--- config.mk ---
export PLATFORM = sky130hd
export DESIGN_NAME = zsy_seg_capture
export DESIGN_NICKNAME = d
export VERILOG_FILES = /design/src/rtl/zsy_seg_pkg.sv /design/src/rtl/zsy_seg_dec.sv /design/src/rtl/zsy_seg_capture.sv
export SDC_FILE = /design/constraint.sdc
export NUM_CORES = 1
export LEC_CHECK = 0
export BUFFER_PORTS_ARGS = -buffer_cell sky130_fd_sc_hd__buf_2
export CORE_MARGIN = 3
export CORE_UTILIZATION = 50
export DETAILED_ROUTE_END_ITERATION = 16
export HOLD_SLACK_MARGIN = 0.08
export PLACE_DENSITY = 0.7
export SYNTH_ARGS = -nofsm -noshare
export SYNTH_HDL_FRONTEND = slang
export SYNTH_SLANG_ARGS = --single-unit
--- constraint.sdc ---
create_clock -name CP -period 3.6 [get_ports CP]
set_input_delay 0.54 -clock CP [delete_from_list [all_inputs] [get_ports CP]]
set_output_delay 0.54 -clock CP [all_outputs]
set_load 0.01 [all_outputs]
--- src/rtl/zsy_seg_pkg.sv ---
// Shared definitions for the seven-segment capture path: segment codes,
// capture FSM encoding and the digit count.
package zsy_seg_pkg;

  localparam int NUM_DIGITS = 4;

  // Active-high segment codes, bit 6 = a ... bit 0 = g
  localparam logic [6:0] SEG_0 = 7'b1111110;
  localparam logic [6:0] SEG_1 = 7'b0110000;
  localparam logic [6:0] SEG_2 = 7'b1101101;
  localparam logic [6:0] SEG_3 = 7'b1111001;
  localparam logic [6:0] SEG_4 = 7'b0110011;
  localparam logic [6:0] SEG_5 = 7'b1011011;
  localparam logic [6:0] SEG_6 = 7'b1011111;
  localparam logic [6:0] SEG_7 = 7'b1110000;
  localparam logic [6:0] SEG_8 = 7'b1111111;
  localparam logic [6:0] SEG_9 = 7'b1111011;
  localparam logic [6:0] SEG_A = 7'b1110111;
  localparam logic [6:0] SEG_B = 7'b0011111;
  localparam logic [6:0] SEG_C = 7'b1001110;
  localparam logic [6:0] SEG_D = 7'b0111101;
  localparam logic [6:0] SEG_E = 7'b1001111;
  localparam logic [6:0] SEG_F = 7'b1000111;

  typedef enum logic [1:0] {
    ST_IDLE   = 2'd0,
    ST_SETTLE = 2'd1,
    ST_HOLD   = 2'd2
  } state_t;

endpackage

--- src/rtl/zsy_seg_dec.sv ---
// Seven-segment pattern to hex nibble decoder; patterns outside the table
// return nibble 0 with the invalid flag set.
module zsy_seg_dec
  import zsy_seg_pkg::*;
(
  input  logic [6:0] pat,
  output logic [3:0] nib,
  output logic       invalid
);

  always_comb begin
    nib     = 4'h0;
    invalid = 1'b0;
    case (pat)
      SEG_0:   nib = 4'h0;
      SEG_1:   nib = 4'h1;
      SEG_2:   nib = 4'h2;
      SEG_3:   nib = 4'h3;
      SEG_4:   nib = 4'h4;
      SEG_5:   nib = 4'h5;
      SEG_6:   nib = 4'h6;
      SEG_7:   nib = 4'h7;
      SEG_8:   nib = 4'h8;
      SEG_9:   nib = 4'h9;
      SEG_A:   nib = 4'hA;
      SEG_B:   nib = 4'hB;
      SEG_C:   nib = 4'hC;
      SEG_D:   nib = 4'hD;
      SEG_E:   nib = 4'hE;
      SEG_F:   nib = 4'hF;
      default: invalid = 1'b1;
    endcase
  end

endmodule

--- src/rtl/zsy_seg_capture.sv ---
// Display-side monitor: samples a scanned four-digit seven-segment bus, waits
// for each strobe to settle, decodes the digits and publishes whole frames.
module zsy_seg_capture
  import zsy_seg_pkg::*;
#(
  parameter int SETTLE         = 4,
  parameter int DIG_ACTIVE_LOW = 1,
  parameter int SEG_ACTIVE_LOW = 0
) (
  input  logic        CP,
  input  logic        MR,
  input  logic [6:0]  Y,
  input  logic        dp,
  input  logic        dig1,
  input  logic        dig2,
  input  logic        dig3,
  input  logic        dig4,
  output logic [15:0] val,
  output logic [3:0]  dps,
  output logic        frame_vld,
  output logic        frame_err,
  output logic        pat_err,
  output logic        sel_err
);

  // Raw pin levels meaning "not selected" / "unlit"; XOR with these normalises.
  localparam logic [NUM_DIGITS-1:0] DIG_IDLE = (DIG_ACTIVE_LOW != 0) ? '1 : '0;
  localparam logic [6:0]            SEG_IDLE = (SEG_ACTIVE_LOW != 0) ? '1 : '0;
  localparam logic                  DP_IDLE  = (SEG_ACTIVE_LOW != 0);
  localparam logic [3:0]            SETTLE_N = 4'(SETTLE);

  logic [NUM_DIGITS-1:0]   dig_p0, sel, cur_sel, cur_sel_d;
  logic [6:0]              y_p0, seg;
  logic                    dp_p0, dp_n;
  logic                    sel_one, sel_multi;
  state_t                  state, state_d;
  logic [3:0]              cnt, cnt_d;
  logic                    start, capture;
  logic [3:0]              dec_nib;
  logic                    dec_bad;
  logic [4*NUM_DIGITS-1:0] slot_nib, nib_w;
  logic [NUM_DIGITS-1:0]   slot_dp, dp_w, slot_err, err_w, mask, mask_w;
  logic                    done;

  // ---- p0: input register, reset to the inactive pin levels
  always_ff @(posedge CP or negedge MR) begin
    if (!MR) begin
      dig_p0 <= DIG_IDLE;
      y_p0   <= SEG_IDLE;
      dp_p0  <= DP_IDLE;
    end else begin
      dig_p0 <= {dig1, dig2, dig3, dig4};
      y_p0   <= Y;
      dp_p0  <= dp;
    end
  end

  assign sel       = dig_p0 ^ DIG_IDLE;
  assign seg       = y_p0 ^ SEG_IDLE;
  assign dp_n      = dp_p0 ^ DP_IDLE;
  assign sel_one   = (sel != '0) && ((sel & (sel - 1'b1)) == '0);
  assign sel_multi = (sel != '0) && !sel_one;

  zsy_seg_dec u_dec (
    .pat     (seg),
    .nib     (dec_nib),
    .invalid (dec_bad)
  );

  // ---- p1: settle FSM; a new one-hot selection always restarts the count
  always_comb begin
    state_d   = state;
    cnt_d     = cnt;
    cur_sel_d = cur_sel;
    start     = 1'b0;
    capture   = 1'b0;
    case (state)
      ST_IDLE: start = sel_one;
      ST_SETTLE: begin
        if (!sel_one) begin
          state_d = ST_IDLE;
          cnt_d   = 4'd0;
        end else if (sel != cur_sel) begin
          start = 1'b1;
        end else begin
          cnt_d = cnt + 4'd1;
          if (cnt + 4'd1 == SETTLE_N) begin
            capture = 1'b1;
            state_d = ST_HOLD;
          end
        end
      end
      ST_HOLD: begin
        if (!sel_one) begin
          state_d = ST_IDLE;
          cnt_d   = 4'd0;
        end else if (sel != cur_sel) begin
          start = 1'b1;
        end
      end
      default: begin
        state_d = ST_IDLE;
        cnt_d   = 4'd0;
      end
    endcase
    if (start) begin
      cur_sel_d = sel;
      cnt_d     = 4'd1;
      if (SETTLE_N == 4'd1) begin
        capture = 1'b1;
        state_d = ST_HOLD;
      end else begin
        state_d = ST_SETTLE;
      end
    end
  end

  // Working slots merged with the digit captured this cycle
  always_comb begin
    nib_w = slot_nib;
    dp_w  = slot_dp;
    err_w = slot_err;
    for (int i = 0; i < NUM_DIGITS; i++) begin
      if (capture && sel[i]) begin
        nib_w[4*i +: 4] = dec_nib;
        dp_w[i]         = dp_n;
        err_w[i]        = dec_bad;
      end
    end
    mask_w = capture ? (mask | sel) : mask;
    done   = capture && (mask_w == '1);
  end

  always_ff @(posedge CP) begin
    slot_nib <= nib_w;
    slot_dp  <= dp_w;
    slot_err <= err_w;
  end

  // ---- p2: control state and registered outputs
  always_ff @(posedge CP or negedge MR) begin
    if (!MR) begin
      state     <= ST_IDLE;
      cnt       <= 4'd0;
      cur_sel   <= '0;
      mask      <= '0;
      val       <= 16'h0000;
      dps       <= '0;
      frame_vld <= 1'b0;
      frame_err <= 1'b0;
      pat_err   <= 1'b0;
      sel_err   <= 1'b0;
    end else begin
      state     <= state_d;
      cnt       <= cnt_d;
      cur_sel   <= cur_sel_d;
      frame_vld <= done;
      pat_err   <= capture && dec_bad;
      sel_err   <= sel_multi;
      if (done) begin
        mask      <= '0;
        val       <= nib_w;
        dps       <= dp_w;
        frame_err <= |err_w;
      end else begin
        mask <= mask_w;
      end
    end
  end

endmodule

-- After elaboration in Yosys (flattened, before gate mapping)
Index checks and enable logic that the tools add are counted.
- $add $sub $neg: 2
- equality and inequality tests: 25
- muxes and demuxes: 34
- bitwise logic cells: 3
- reduce and logical (&&, ||, !) cells: 17
- operators with widths (cell ; number):
    $eq A7 B7 Y1 const B ; 12
    $pmux W4 S15 ; 1
    $mux W4 ; 10
    $eq A7 B6 Y1 const B ; 3
    $reduce_or A16 Y1 ; 1
    $mux W1 ; 15
    $pmux W4 S3 ; 1
    $mux W2 ; 5
    $logic_and A1 B1 Y1 ; 8
    $ne A4 B4 Y1 const B ; 2
    $eq A7 B5 Y1 const B ; 1
    $pmux W2 S3 ; 1
    $add A4 B1 Y4 const B ; 1
    $and A4 B4 Y4 ; 1
    $eq A4 B3 Y1 const B ; 1
    $eq A4 B4 Y1 const B ; 1
    $logic_not A4 Y1 ; 1
    $ne A4 B4 Y1 ; 1
    $not A4 Y4 ; 1
    $or A4 B4 Y4 ; 1
    $reduce_and A4 Y1 ; 1
    $reduce_bool A4 Y1 ; 1
    $reduce_or A4 Y1 ; 1
    $sub A4 B1 Y4 const B ; 1
    other kinds (9) ; 9
- bits in registers: 74
- bits of input ports: 14
- output and inout port bits: 24
- logic and storage cells: 97

-- Logic depth before layout (Yosys ltp)
- depth in word-level cells: 11
- depth in mapped cells: 9
- depth with buffers taken out: 7

-- Modules after synthesis
A second synthesis with hierarchy kept.
- cells, all modules: 284
- area total of the unflattened synthesis: 3334.4 um^2
- modules (own cells, without submodules) (module ; instances ; cells each ; area an instance (um^2) ; sequential area each (um^2)):
    zsy_seg_capture ; 1 ; 227 ; 2965.3 ; 1736.7
    zsy_seg_dec ; 1 ; 57 ; 369.1 ; 0.0

-- Least setup slack after synthesis
OpenSTA, ideal clock, no wires.
- path kind: register to register
- from: register cnt[0]
- to: register val[6]
- library setup time: 127 ps
- data arrival time: 2295 ps
- required time: 3473 ps
- slack: 1178 ps
- cell stages (with the launch flop): 8
- period minus slack after synthesis: 2422 ps
- path through: dfrtp_1 -> ha_1 -> or4bb_1 -> o31ai_2 -> nand4_4 -> nor2_4 -> mux2_2 -> mux2_1
- RTL lines (what ; RTL line ; text):
    start: declaration ; zsy_seg_capture.sv:37 ; logic [3:0] cnt, cnt_d;
    start signal: assignment ; zsy_seg_capture.sv:155 ; cnt <= cnt_d;
    $add A4 B1 Y4 ; zsy_seg_capture.sv:87 ; if (cnt + 4'd1 == SETTLE_N) begin
    $eq A4 B3 Y1 ; zsy_seg_capture.sv:87 ;
    $mux W1 ; zsy_seg_capture.sv:87 ;
    $mux W1 ; zsy_seg_capture.sv:83 ; end else if (sel != cur_sel) begin
    $mux W1 ; zsy_seg_capture.sv:80 ; if (!sel_one) begin
    $mux W1 ; zsy_seg_capture.sv:77 ; case (state)
    $logic_and A1 B1 Y1 ; zsy_seg_capture.sv:124 ; if (capture && sel[i]) begin
    $mux W4 ; zsy_seg_capture.sv:124 ;
    via nib_w[6] ; zsy_seg_capture.sv:41 ; logic [4*NUM_DIGITS-1:0] slot_nib, nib_w;
    end signal: assignment ; zsy_seg_capture.sv:162 ; val <= nib_w;
    end: declaration ; zsy_seg_capture.sv:18 ; output logic [15:0] val,
The timed path passes the listed nets, and every way through them passes these cells.
A chain may end at the register's enable or synchronous reset.

-- Worst setup path after layout
- from: register dig_p0[1]
- to: register val[14]
- RTL lines (what ; RTL line ; text):
    start: declaration ; zsy_seg_capture.sv:32 ; logic [NUM_DIGITS-1:0] dig_p0, sel, cur_sel, cur_sel_d;
    start signal: assignment ; zsy_seg_capture.sv:52 ; dig_p0 <= {dig1, dig2, dig3, dig4};
    $not A4 Y4 (no source line) (*) ; n/a ;
    $sub A4 B1 Y4 ; zsy_seg_capture.sv:61 ; assign sel_one = (sel != '0) && ((sel & (sel - 1'b1)) == '0);
    $and A4 B4 Y4 ; zsy_seg_capture.sv:61 ;
    $logic_not A4 Y1 ; zsy_seg_capture.sv:61 ;
    $logic_and A1 B1 Y1 ; zsy_seg_capture.sv:61 ;
    $mux W1 (*) ; zsy_seg_capture.sv:80 ;
    $mux W1 (*) ; zsy_seg_capture.sv:77 ;
    $logic_and A1 B1 Y1 (*) ; zsy_seg_capture.sv:124 ;
    $mux W4 (*) ; zsy_seg_capture.sv:124 ;
    via nib_w[14] ; zsy_seg_capture.sv:41 ;
Mark *: on every way through the listed nets, which the timed path passes. The rest lies on a longest branch.

==> results.sh <==
export IMPL_p_seq_frac=0.485
export IMPL_boundaryPins=38
export IMPL_detail_route_first_pass_iterations=4
export IMPL_drive_above_1_share=0.2888
export IMPL_drc=0
export IMPL_switching_share=0.2568
export IMPL_cts_buffers=9
export IMPL_avgSynthCellArea_um2=11.93
export IMPL_period_share=0.7529
export IMPL_rsz0062_at_grt="no"
export IMPL_diodes=0
export IMPL_via_count=2247
export IMPL_cts_tree="yes"
export IMPL_fin_total_pwr_mw=1.915
export IMPL_dieHeight_um=88.03
export IMPL_synthToLayoutAreaGrowth_pct=13.20
export IMPL_syn_cell_area_um2=3364
export IMPL_worst_pin_slew_ps=1077
export IMPL_nets=337
export IMPL_min_path_type="input port to flip-flop"
export IMPL_via_per_inst=5.632
export IMPL_clockBufferDepth=2
export IMPL_wirelength_um=6583
export IMPL_cts_clk_slew_worst_paths_ps=80
export IMPL_criticalPathCategory="flip-flop to flip-flop"
export IMPL_synth_edff_count=0
export IMPL_mostFrequentLayoutCells="dfrtp_1 (46), buf_2 (37), dfxtp_1 (24)"
export IMPL_outcome="finished clean"
export IMPL_grt_pass1_wl_um=10820
export IMPL_worstSkewPairLatency_ps=340
export IMPL_htreeDepth=3
export IMPL_place_gp_congestion=0.8116
export IMPL_cap_violations=0
export IMPL_track_usage=0.1840
export IMPL_start_util=0.5239
export IMPL_crit_arrival_ps=2940
export IMPL_cts_sinks=74
export IMPL_ys_seq_elements=74
export IMPL_cp_start_kind="flip-flop"
export IMPL_relSlewSlack=0.2820
export IMPL_hold_viol=0
export IMPL_syn_inst=282
export IMPL_io_buffers=37
export IMPL_ys_async_sr_fraction=0.6757
export IMPL_pwr_share_comb=0.112
export IMPL_period_minus_slack_ps=2710
export IMPL_cellLeakagePower_nw=1.816
export IMPL_internal_power_mw=1.423
export IMPL_ant_nets=0
export IMPL_crit_fanout=11
export IMPL_grt_overflow=0
export IMPL_hpwl_um=4311
export IMPL_crit_path_cell_trace="xnor2_1 > nor4_4 > nand4_4 > nor2_4 > mux2_2 > mux2_1"
export IMPL_antenna_found_initial=0
export IMPL_yosysWarningCount=0
export IMPL_worstSetupEndpointType="flip-flop"
export IMPL_fmax_mhz=368.9
export IMPL_final_max_slew_viol_count=0
export IMPL_setup_violations=0
export IMPL_first_global_vias=2152
export IMPL_p_sw_uw=491.7
export IMPL_fp_row_count=29
export IMPL_cts_root_buf="clkbuf_8"
export IMPL_routedWlPerCell_um=16.50
export IMPL_post_cts_buffers=0
export IMPL_critical_path_max_stage_delay_ps=650
export IMPL_syn_num_nets=302
export IMPL_die_x_um=88.03
export IMPL_die_area_um2=7749
export IMPL_grt_max_degree=49
export IMPL_peakVddDrop_mv=0.3543
export IMPL_synth_top_flop_cell="dfrtp_1"
export IMPL_yosysSeqAreaShare=0.5162
export IMPL_drtIter0Drc=89
export IMPL_skew_ps=9.004
export IMPL_finalSetupTns_ps=0
export IMPL_layout_commonest_cell="dfrtp_1"
export IMPL_synth_cell_types=61
export IMPL_p_clk_frac=0.404
export IMPL_cts_resized=0
export IMPL_worstPathRequired_ps=3830
export IMPL_p_per_area_nw_per_um2=502.8
export IMPL_ctsHoldBuffers=0
export IMPL_cp_slowest_cell="dfstp_2"
export IMPL_core_um2=6422
## cells in the mapped netlist (4+ instances only)
library cell,count,area (µm²)
a21oi_1,11,55.05
dfrtp_1,46,1151
mux2_2,20,225.2
mux2_1,16,180.2
and3b_1,5,43.79
ha_1,6,75.07
nand4_1,4,25.02
nor3b_1,4,30.03
buf_6,4,45.04
mux2i_1,6,60.06
nor2_1,12,45.04
xnor2_1,4,35.03
dfxtp_1,24,480.5
o21ai_0,17,85.08
nand2_1,8,30.03
inv_1,18,67.56
dfstp_2,4,105.1
clkbuf_1,7,26.28
nand3_1,7,35.03
mux2_4,4,60.06
## metal layers
layer / global-route usage / vias up / share of wire
li1: - / 1087 / -
met1: 0.2571 / 1104 / 0.48
met2: 0.2740 / 48 / 0.46
met3: 0.04045 / 8 / 0.038
met4: 0.08516 / 0 / 0.019
met5: 0 / - / 0
## power by group through the flow
stage | clock network [mW] | registers [mW] | logic [mW]
floorplan | 0 | 0.919 | 0.183
global placement | 0 | 0.942 | 0.210
detailed placement | 0 | 0.943 | 0.215
CTS | 0.782 | 0.927 | 0.217
global route | 0.820 | 0.936 | 0.242
finish | 0.773 | 0.929 | 0.214
## critical path, delay by kind of cell, from the launching register on
family | cells | cell delay, ps
flops | 1 | 650
xor+xnor | 1 | 140
mux | 2 | 680
simple gates | 3 | 1120
## cell type report
type,count,area [µm²]
multi-input combinational,175,1465
fill,538,2614
inverter,18,67.56
clock inverter,6,115.1
sequential,74,1737
clock buffer,10,127.6
tap,77,96.34
timing repair buffer,39,200.2
## final timing paths
| kind | start | endpoint | slack, ps | cells past startpoint |
|---|---|---|---|---|
| hold reg to reg | slot_dp[1] | slot_dp[1] | 460 | 1 |
| setup reg to reg | dig_p0[1] | val[14] | 890 | 6 |
| max in group asynchronous | MR | dig_p0[3] | 2440 | 2 |
| min in group asynchronous | MR | cnt[3] | 390 | 1 |
| setup / recovery | dig_p0[1] | val[14] | 890 | 6 |
| hold / removal | dig4 | dig_p0[0] | 280 | 1 |
## through the flow
step / cells / area (µm²) / setup slack, ps / hold slack (ps) / util
after global routing: 399 / 3809 / 751.1 / 266.7 / 0.5930
after global placement: 383 / 3566 / 969.4 / 439.6 / 0.5552
final: 399 / 3809 / 889.6 / 284.7 / 0.5930
after CTS: 399 / 3809 / 867.7 / 272.8 / 0.5930
after floorplan: 282 / 3364 / 1178 / 244.4 / -
after detailed placement: 383 / 3566 / 901.9 / 447.2 / 0.5552
## sequential cells by signal (all words and copies together) (netlist names), 4 cells and up
register,count
seg,7
cur_sel,4
val,16
cnt,4
mask,4
slot_dp,4
slot_err,4
slot_nib,16
dps,4
dig_p0,4
## cells by family after synthesis
family / count (synthesis) / share of synthesized area
compound gates: 52 / 0.1034
xor+xnor: 5 / 0.01525
fa+ha+maj: 7 / 0.02529
buf+inv: 33 / 0.04834
flops: 74 / 0.5162
mux: 46 / 0.1562
simple gates: 65 / 0.1354
Note: power is estimated with default switching activity, not from simulation.
